`config.mk`:
```
export PLATFORM = sky130hd
export DESIGN_NAME = button_counter
export DESIGN_NICKNAME = d
export VERILOG_FILES = /design/src/rtl/button_counter_pkg.sv /design/src/rtl/button_counter_debouncer.sv /design/src/rtl/button_counter.sv
export SDC_FILE = /design/constraint.sdc
export NUM_CORES = 1
export LEC_CHECK = 0
export BUFFER_PORTS_ARGS = -buffer_cell sky130_fd_sc_hd__buf_2
export CAP_MARGIN = 20
export CORE_MARGIN = 2
export CORE_UTILIZATION = 55
export CTS_BUF_LIST = sky130_fd_sc_hd__clkbuf_4
export CTS_CLUSTER_SIZE = 8
export DETAILED_ROUTE_END_ITERATION = 8
export HOLD_SLACK_MARGIN = 0.08
export PLACE_DENSITY = 0.72
export SYNTH_ARGS = -nofsm -noshare
export SYNTH_HDL_FRONTEND = slang
export SYNTH_SLANG_ARGS = --single-unit
```
`constraint.sdc`:
```
create_clock -name clk -period 2.55 [get_ports clk]
set_clock_uncertainty 0.15 [all_clocks]
set_input_delay 0.51 -clock clk [delete_from_list [all_inputs] [get_ports clk]]
set_output_delay 0.51 -clock clk [all_outputs]
set_load 0.01 [all_outputs]
```
`src/rtl/button_counter_pkg.sv`:
```
// Shared types and helpers for the button_counter display front end.
// Optional feature macro used by this slice: BUTTON_COUNTER_AUTOREPEAT_EN
// (enables hold-to-repeat on the two push buttons).
package button_counter_pkg;

    // Width of the displayed binary value (one hex/BCD digit).
    localparam int CNT_W = 4;

    // Debouncer states: two settled levels plus a qualification state.
    typedef enum logic [1:0] {
        STABLE_HI = 2'd0,
        STABLE_LO = 2'd1,
        CHECK     = 2'd2
    } deb_state_t;

    // Bits needed for a counter that must hold values 0..max_count.
    function automatic int cnt_width(input int max_count);
        if (max_count < 2) begin
            return 1;
        end else begin
            return $clog2(max_count + 1);
        end
    endfunction

endpackage

```
`src/rtl/button_counter_debouncer.sv`:
```
// Per-input conditioning: 2-flop synchronizer, level debouncer and a
// one-cycle pulse on the asserted transition. With
// BUTTON_COUNTER_AUTOREPEAT_EN defined (and REPEAT_EN set on the instance)
// a held input also produces repeat pulses.
module debouncer
    import button_counter_pkg::*;
#(
    parameter int   DEBOUNCE_CYCLES = 500000,
    parameter int   REPEAT_DELAY    = 25000000,
    parameter int   REPEAT_PERIOD   = 10000000,
    parameter logic ACTIVE_LOW      = 1'b1,
    parameter logic REPEAT_EN       = 1'b0
) (
    input  logic clk,
    input  logic rst_n,
    input  logic raw_in,
    output logic press
);

    // Inactive (released) level and the matching settled state.
    localparam logic       IDLE_LVL = ACTIVE_LOW;
    localparam deb_state_t IDLE_ST  = ACTIVE_LOW ? STABLE_HI : STABLE_LO;
    localparam int         DW       = cnt_width(DEBOUNCE_CYCLES);
    localparam logic [DW-1:0] DEB_LAST = DW'(DEBOUNCE_CYCLES - 1);

    logic       sync1_q;
    logic       sync2_q;
    deb_state_t state_q;
    deb_state_t state_d;
    logic [DW-1:0] cnt_q;
    logic [DW-1:0] cnt_d;
    logic       level_q;
    logic       level_d;
    logic       press_q;
    logic       press_d;
    logic       deb_press_s;
    logic       rpt_fire_s;

    // Two-stage synchronizer; resets to the released level so no false edge.
    always_ff @(posedge clk or negedge rst_n) begin
        if (!rst_n) begin
            sync1_q <= IDLE_LVL;
            sync2_q <= IDLE_LVL;
        end else begin
            sync1_q <= raw_in;
            sync2_q <= sync1_q;
        end
    end

    // Debounce FSM: a new level must persist DEBOUNCE_CYCLES samples in a row.
    always_comb begin
        state_d     = state_q;
        cnt_d       = cnt_q;
        level_d     = level_q;
        deb_press_s = 1'b0;
        case (state_q)
            STABLE_HI, STABLE_LO: begin
                if (sync2_q != level_q) begin
                    // First differing sample already counts as one.
                    state_d = CHECK;
                    cnt_d   = DW'(1);
                end else begin
                    cnt_d = {DW{1'b0}};
                end
            end
            CHECK: begin
                if (sync2_q == level_q) begin
                    // Bounce: fall back and restart qualification from zero.
                    state_d = level_q ? STABLE_HI : STABLE_LO;
                    cnt_d   = {DW{1'b0}};
                end else if (cnt_q == DEB_LAST) begin
                    state_d     = sync2_q ? STABLE_HI : STABLE_LO;
                    level_d     = sync2_q;
                    cnt_d       = {DW{1'b0}};
                    // Only the press direction produces an event.
                    deb_press_s = (sync2_q != IDLE_LVL);
                end else begin
                    cnt_d = cnt_q + DW'(1);
                end
            end
            default: begin
                state_d = IDLE_ST;
                level_d = IDLE_LVL;
                cnt_d   = {DW{1'b0}};
            end
        endcase
    end

`ifdef BUTTON_COUNTER_AUTOREPEAT_EN
    localparam int RPT_MAX = (REPEAT_DELAY > REPEAT_PERIOD) ? REPEAT_DELAY : REPEAT_PERIOD;
    localparam int RW      = cnt_width(RPT_MAX);
    localparam deb_state_t HELD_ST = ACTIVE_LOW ? STABLE_LO : STABLE_HI;
    localparam logic [RW-1:0] RPT_DLY_LAST = RW'(REPEAT_DELAY - 1);
    localparam logic [RW-1:0] RPT_PER_LAST = RW'(REPEAT_PERIOD - 1);

    logic [RW-1:0] rpt_cnt_q;
    logic [RW-1:0] rpt_cnt_d;
    logic          rpt_started_q;
    logic          rpt_started_d;
    logic          held_s;

    // Repeat timer: first pulse after REPEAT_DELAY, then every REPEAT_PERIOD.
    always_comb begin
        rpt_cnt_d     = rpt_cnt_q;
        rpt_started_d = rpt_started_q;
        rpt_fire_s    = 1'b0;
        held_s        = REPEAT_EN && (state_q == HELD_ST);
        if (held_s) begin
            if (!rpt_started_q && (rpt_cnt_q == RPT_DLY_LAST)) begin
                rpt_fire_s    = 1'b1;
                rpt_cnt_d     = {RW{1'b0}};
                rpt_started_d = 1'b1;
            end else if (rpt_started_q && (rpt_cnt_q == RPT_PER_LAST)) begin
                rpt_fire_s = 1'b1;
                rpt_cnt_d  = {RW{1'b0}};
            end else begin
                rpt_cnt_d = rpt_cnt_q + RW'(1);
            end
        end else begin
            // Leaving the held state (release or bounce) rearms the delay.
            rpt_cnt_d     = {RW{1'b0}};
            rpt_started_d = 1'b0;
        end
    end

    // Repeat timer registers.
    always_ff @(posedge clk or negedge rst_n) begin
        if (!rst_n) begin
            rpt_cnt_q     <= {RW{1'b0}};
            rpt_started_q <= 1'b0;
        end else begin
            rpt_cnt_q     <= rpt_cnt_d;
            rpt_started_q <= rpt_started_d;
        end
    end
`else
    // Repeat disabled in this build; the timing parameters only need to be sane.
    localparam logic RPT_CFG_OK = (REPEAT_DELAY >= 1) && (REPEAT_PERIOD >= 1);
    assign rpt_fire_s = REPEAT_EN & RPT_CFG_OK & 1'b0;
`endif

    // Merge debounced press and repeat events into one pulse source.
    always_comb begin
        press_d = deb_press_s | rpt_fire_s;
    end

    // FSM, counter and registered pulse output.
    always_ff @(posedge clk or negedge rst_n) begin
        if (!rst_n) begin
            state_q <= IDLE_ST;
            cnt_q   <= {DW{1'b0}};
            level_q <= IDLE_LVL;
            press_q <= 1'b0;
        end else begin
            state_q <= state_d;
            cnt_q   <= cnt_d;
            level_q <= level_d;
            press_q <= press_d;
        end
    end

    assign press = press_q;

endmodule

```
`src/rtl/button_counter.sv`:
```
// Button/switch front end for the binary-to-BCD display path: debounced
// up/down buttons and a load switch drive a 4-bit wrap-around counter.
// Optional feature macro: BUTTON_COUNTER_AUTOREPEAT_EN (hold-to-repeat).
module button_counter
    import button_counter_pkg::*;
#(
    parameter int DEBOUNCE_CYCLES = 500000,
    parameter int REPEAT_DELAY    = 25000000,
    parameter int REPEAT_PERIOD   = 10000000
) (
    input  logic             clk,
    input  logic             rst_n,
    input  logic             btn_up_n,
    input  logic             btn_down_n,
    input  logic             load,
    input  logic [CNT_W-1:0] sw_value,
    output logic [CNT_W-1:0] binary,
    output logic             changed
);

    logic             up_p_s;
    logic             down_p_s;
    logic             load_p_s;
    logic [CNT_W-1:0] sw_sync1_q;
    logic [CNT_W-1:0] sw_sync2_q;
    logic [CNT_W-1:0] binary_q;
    logic [CNT_W-1:0] binary_d;
    logic             changed_q;
    logic             changed_d;

    debouncer #(
        .DEBOUNCE_CYCLES (DEBOUNCE_CYCLES),
        .REPEAT_DELAY    (REPEAT_DELAY),
        .REPEAT_PERIOD   (REPEAT_PERIOD),
        .ACTIVE_LOW      (1'b1),
        .REPEAT_EN       (1'b1)
    ) u_deb_up (
        .clk    (clk),
        .rst_n  (rst_n),
        .raw_in (btn_up_n),
        .press  (up_p_s)
    );

    debouncer #(
        .DEBOUNCE_CYCLES (DEBOUNCE_CYCLES),
        .REPEAT_DELAY    (REPEAT_DELAY),
        .REPEAT_PERIOD   (REPEAT_PERIOD),
        .ACTIVE_LOW      (1'b1),
        .REPEAT_EN       (1'b1)
    ) u_deb_down (
        .clk    (clk),
        .rst_n  (rst_n),
        .raw_in (btn_down_n),
        .press  (down_p_s)
    );

    // The load switch is active-high and never repeats.
    debouncer #(
        .DEBOUNCE_CYCLES (DEBOUNCE_CYCLES),
        .REPEAT_DELAY    (REPEAT_DELAY),
        .REPEAT_PERIOD   (REPEAT_PERIOD),
        .ACTIVE_LOW      (1'b0),
        .REPEAT_EN       (1'b0)
    ) u_deb_load (
        .clk    (clk),
        .rst_n  (rst_n),
        .raw_in (load),
        .press  (load_p_s)
    );

    // Switch bank synchronizer; value is only consumed on a load pulse.
    always_ff @(posedge clk or negedge rst_n) begin
        if (!rst_n) begin
            sw_sync1_q <= {CNT_W{1'b0}};
            sw_sync2_q <= {CNT_W{1'b0}};
        end else begin
            sw_sync1_q <= sw_value;
            sw_sync2_q <= sw_sync1_q;
        end
    end

    // Next counter value: load beats a lone up/down; simultaneous up+down holds.
    always_comb begin
        binary_d = binary_q;
        if (load_p_s) begin
            binary_d = sw_sync2_q;
        end else if (up_p_s && !down_p_s) begin
            binary_d = binary_q + CNT_W'(1);
        end else if (down_p_s && !up_p_s) begin
            binary_d = binary_q - CNT_W'(1);
        end else begin
            binary_d = binary_q;
        end
        changed_d = (binary_d != binary_q);
    end

    // Registered outputs keep the combinational decoder input glitch-free.
    always_ff @(posedge clk or negedge rst_n) begin
        if (!rst_n) begin
            binary_q  <= {CNT_W{1'b0}};
            changed_q <= 1'b0;
        end else begin
            binary_q  <= binary_d;
            changed_q <= changed_d;
        end
    end

    assign binary  = binary_q;
    assign changed = changed_q;

endmodule

```
* Word-level counts from Yosys, hierarchy flattened *
Cells that the tools add are included.

word-level totals
  input port bits = 9
  output and inout bits = 5
  register bits = 88
  word-level logic and storage cells = 127

cells by class
  bitwise operators = 5
  reductions and logical operators = 16
  equal/unequal tests = 28
  mux-type cells = 51
  add/subtract/negate cells = 5

operators with widths
  kind                     number
  $mux W19                 6
  $pmux W19 S2             3
  $add A19 B1 Y19 const B  3
  $eq A19 B19 Y1 const B   3
  $mux W1                  24
  $mux W2                  9
  $mux W4                  3
  $ne A2 B1 Y1 const B     6
  $pmux W2 S2              3
  $ne A3 B1 Y1 const B     3
  $reduce_and A3 Y1        3
  $eq A2 B1 Y1 const B     3
  $eq A2 B2 Y1 const B     3
  $logic_not A2 Y1         3
  $ne A2 B2 Y1 const B     3
  $pmux W1 S2              3
  $reduce_and A2 Y1        3
  $reduce_or A2 Y1         3
  $not A1 Y1               5
  $add A4 B1 Y4 const B    1
  $ne A4 B4 Y1             1
  $sub A4 B1 Y4 const B    1
  $eq A1 B1 Y1             3
  $ne A1 B1 Y1             3
  2 further kinds          4

* Depth between registers and ports, before layout *
  depth after elaboration = 6
  mapped depth = 7

* Cells and area by module *
Synthesis repeated with hierarchy kept, for this count alone.

second synthesis, totals
  cell total of the unflattened synthesis = 406
  area, all modules = 4295.4 sq um

modules (own cells, without submodules)
  module                       sequential area each (sq um)  area an instance (sq um)  instances  cells an instance
  debouncer at u_deb_down ...  629.4                         1237.4                    2          118
  debouncer at u_deb_load      626.9                         1214.9                    1          117
  button_counter               325.3                         605.6                     1          53

* Worst setup path after synthesis *
OpenSTA, ideal clock, no wires.

  path type = flip-flop to flip-flop
  start = reg u_deb_down.cnt_q[0]
  end = reg u_deb_down.cnt_q[18]
  stages on the path, launching flop included = 6
  required time = 2.322 ns
  arrival time = 1.697 ns
  buffers on the path = 0
  slack = 0.626 ns
  clock period less this slack = 1.924 ns
  path through = dfrtp_1 -> ha_1 -> nand4_2 -> or2_2 -> or4_1 -> a21oi_1

on the way
  cells in the longest elaborated chain, start to end = 4
  elaborated cells on any way between the ends = 5
  those cells by class = 1 x add/sub; 1 x eq/ne; 3 x mux

RTL lines
  item                                                      line                                                            RTL
  from (decl)                                               button_counter_debouncer.sv:30                                  logic [DW-1:0] cnt_q;
  from (signal assigned)                                    button_counter_debouncer.sv:151                                 cnt_q <= {DW{1'b0}};
  from (signal assigned)                                    button_counter_debouncer.sv:156                                 cnt_q <= cnt_d;
  $add A19 B1 Y19 / $eq A19 B19 Y1 (equally long branches)  button_counter_debouncer.sv:78, button_counter_debouncer.sv:71
  $mux W19 (*)                                              button_counter_debouncer.sv:71                                  end else if (cnt_q == DEB_LAST) begin
  $mux W19 (*)                                              button_counter_debouncer.sv:67                                  if (sync2_q == level_q) begin
  $pmux W19 S2 (*)                                          button_counter_debouncer.sv:56                                  case (state_q)
  named net u_deb_down.cnt_d[18]                            button_counter_debouncer.sv:31                                  logic [DW-1:0] cnt_d;

The timed path passes the listed nets; every way through them passes the cells marked *.
A chain may end at the register's enable or synchronous reset.

* Worst setup path in the final report *
Ends and elaborated chain as after synthesis.

==> run summary <==
* library cell contributing the largest single delay on the critical path: or4_1
* Post-DRT Antenna Nets: 0
* Filler Cells Inserted: 624
* Combinational Power Share: 0.162
* share of synthesized flip-flops with an asynchronous set or reset: 1.00
* initial antenna violation count: 0
* DP HPWL: 5.28 mm
* share of total power in sequential cells: 0.550
* Total Power Consumption: 2.93 mW
* max cap viols: 0
* cells along the critical path: ha_1, nand4_2, or2_2, or4_1, a21oi_1
* per-instance average area after synthesis: 10.2 sq um
* CTS resizes: 0
* power per cell area: 621 nW/um^2
* run status: finished clean
* class of the tightest hold or removal check: reg -> reg
* setup repair after global routing missed its margin: false
* slew at the pin with the worst max-slew slack: 0.463 ns
* Hold Violations, Final: 0
* storage element area: 2210 sq um
* number of enable-type register cells in the synthesized netlist: 0
* via count: 3,110
* count of different cell masters after synthesis: 49
* internal cell power: 2.03 mW
* FMAX: 474 MHz
* hold bufs inserted after CTS: 8
* most frequent cell after synthesis: dfrtp_1
* post-synthesis adder-cell area fraction: 0.0322
* Antenna Diode Count: 0
* switching share of total power: 0.307
* Root Buffer: clkbuf_4
* Initial Utilization: 0.559
* net count of the mapped netlist: 441
* Peak supply drop: 384 uV
* Worst EP arrival: 2.32 ns
* clock latency at the later pin of the worst-skew pair: 0.44 ns
* Max Transition Viols Final: 0
* # DRC: 0
* synth-to-layout area growth: 10.3%
* startpoint types: register
* XOR/XNOR Fraction of Synth Area: 0.0881
* synthesized instance count: 421
* routed length per instance: 13.9 um
* standard cell core area: 7650 sq um
* setup repair bufs after CTS: 0
* peak fanout along the critical path: 8
* cts bufs inserted: 9
* TritonCTS clock tree: built
* FF+latch count, synth: 88
* tightest hold margin: 0.217 ns
* leading post-synthesis cells by instance count: 81 x dfrtp_1, 45 x nor2_1, 32 x nand2_1, 23 x xor2_1, 20 x xnor2_1
* Die Height: 92.2 um
* ys flop type: dfrtp_1
* deepest level of the CTS H-tree: 3
* leading cell types by total area after synthesis: dfrtp_1 47%, xor2_1 4.7%, dfstp_2 4.3%
* floorplan die width: 92.2 um
* number of nets in the final layout: 468
* Final setup violation count: 0
* DIE AREA: 8500 sq um
* number of buffers inserted by port buffering: 13
* cell type with the largest total area after synthesis: dfrtp_1
* row cnt: 32
* total congestion overflow after global routing: 0
* type of the worst setup path: reg -> reg
* Synth top area share: 0.474
* Multi-input gate area: 1960 sq um
* setup slack at placement: 0.452 ns
* share of synthesized area occupied by flip-flops and latches: 0.517
* GR Util All Layers: 0.198
* layout cells sized above 1: 0.130
* number of design-rule violations left by the first detailed-router iteration: 111
* wire length of the first global-routing pass: 13.6 mm
* Final TNS setup: 0 ns
* global placer's final weighted congestion: 0.829
* data required time at the worst endpoint: 2.76 ns
* multiplexer share of the synthesized area: 0.00263
* power dissipated by switching net loads: 899 uW
* clock tree buffer depth: 2
* I/O pin count: 14
* final cycle utilization of the critical path: 0.827
* clk sinks: 88
* Min Clock Period, post-route: 2.11 ns
* largest net degree at the start of global routing: 50
* relative slew slack: 0.687
* critical path capture point type: register
* fraction of power consumed by the clock network: 0.288
* router iterations before antenna repair: 4
* number of global-route vias before repair: 3,052
* leakage: 1.88 nW
* Worst-path clk slew: 0.15 ns
* Synthesis Warnings: 0
* combinational family with the most area after synthesis: simple AND/OR/NAND/NOR gates
* Critical Path Max Stage Delay: 0.48 ns
* total wire length: 7.73 mm
* post-synthesis instance area: 4280 sq um
* share of synthesized cell area in and, or, nand and nor gates: 0.255
* final worst-path setup slack: 0.441 ns
* DR vias/cell: 5.60
* complex-gate fraction of the synthesized area: 0.0807
==> registers in the layout, indices dropped and copies added (netlist names) <==
name	cells
binary	4
u_deb_up.sync2_q	1
sw_sync2_q	4
u_deb_load.sync1_q	1
u_deb_down.cnt_q	19
u_deb_load.sync2_q	1
sw_sync1_q	4
u_deb_down.press	1
u_deb_load.level_q	1
u_deb_down.sync1_q	1
u_deb_load.press	1
u_deb_load.state_q	2
u_deb_up.level_q	1
changed	1
u_deb_up.sync1_q	1
u_deb_up.press	1
u_deb_down.state_q	2
u_deb_up.state_q	2
u_deb_load.cnt_q	19
u_deb_up.cnt_q	19
u_deb_down.level_q	1
u_deb_down.sync2_q	1
==> power by group through the flow <==
stage	clock (mW)	combinational (mW)	sequential, mW
3_5_place_dp	0	0.469	1.64
3_3_place_gp	0	0.456	1.63
2_1_floorplan	0	0.319	1.61
5_1_grt	0.939	0.548	1.63
6_report	0.845	0.474	1.61
4_1_cts	0.868	0.480	1.61
==> cells in the final DEF (no fill, tap or decap), types with 8 or more instances in the layout <==
cell and n:
a21oi_1 15, nand4_1 17, nor4_1 11, inv_1 14
xnor2_1 20, dlygate4sd3_1 8, xor2_1 23, nand2_1 32
ha_1 11, o21ai_0 16, buf_2 12, nand3_1 18
clkbuf_4 9, or3_1 10, nor2_1 45, dfrtp_1 81
nor3_1 12
==> logic make-up after synthesis <==
logic type / after synthesis
mux: 1
flops: 88
fa+ha+maj: 11
buf+inv: 26
compound gates: 55
simple gates: 197
xor+xnor: 43
==> critical path, delay by kind of cell, from the launching register on <==
| kind | cells | cell delay (ns) |
|---|---|---|
| compound gates | 1 | 0.15 |
| fa+ha+maj | 1 | 0.25 |
| flops | 1 | 0.42 |
| simple gates | 3 | 1.08 |
==> path summary, 6_finish.rpt <==
check                                    start               endpoint  slack, ns  cells past startpoint
min in group asynchronous                rst_n   u_deb_load.cnt_q[15]       0.25                      2
max in group asynchronous                rst_n  u_deb_load.state_q[0]       1.34                      3
setup reg to reg           u_deb_down.cnt_q[0]   u_deb_down.cnt_q[18]       0.44                      5
hold reg to reg               u_deb_up.sync1_q       u_deb_up.sync2_q       0.22                      0
setup / recovery           u_deb_down.cnt_q[0]   u_deb_down.cnt_q[18]       0.44                      5
hold / removal                u_deb_up.sync1_q       u_deb_up.sync2_q       0.22                      0
==> area by class of cell <==
class                      count  area share
inverter                      14      0.0111
tap                          102      0.0270
clock buffer                   9      0.0143
clock inverter                 7      0.0183
multi-input combinational    307       0.416
sequential                    88       0.469
timing repair buffer          28      0.0451
==> per-layer routing <==
metal	global-route usage	share of wire	vias to the layer above
met5	0	0	-
met4	0.0634	0.010	0
met3	0.0329	0.025	10
met2	0.319	0.48	44
met1	0.275	0.48	1506
li1	-	-	1550
==> metrics by stage <==
stage          cells  area, sq um   util
5_1_grt          555         4720  0.617
3_3_place_gp     531         4480  0.586
6_report         555         4720  0.617
3_5_place_dp     531         4480  0.586
4_1_cts          555         4720  0.617
2_1_floorplan    421         4280      -
(Power assumes the default switching activity.)
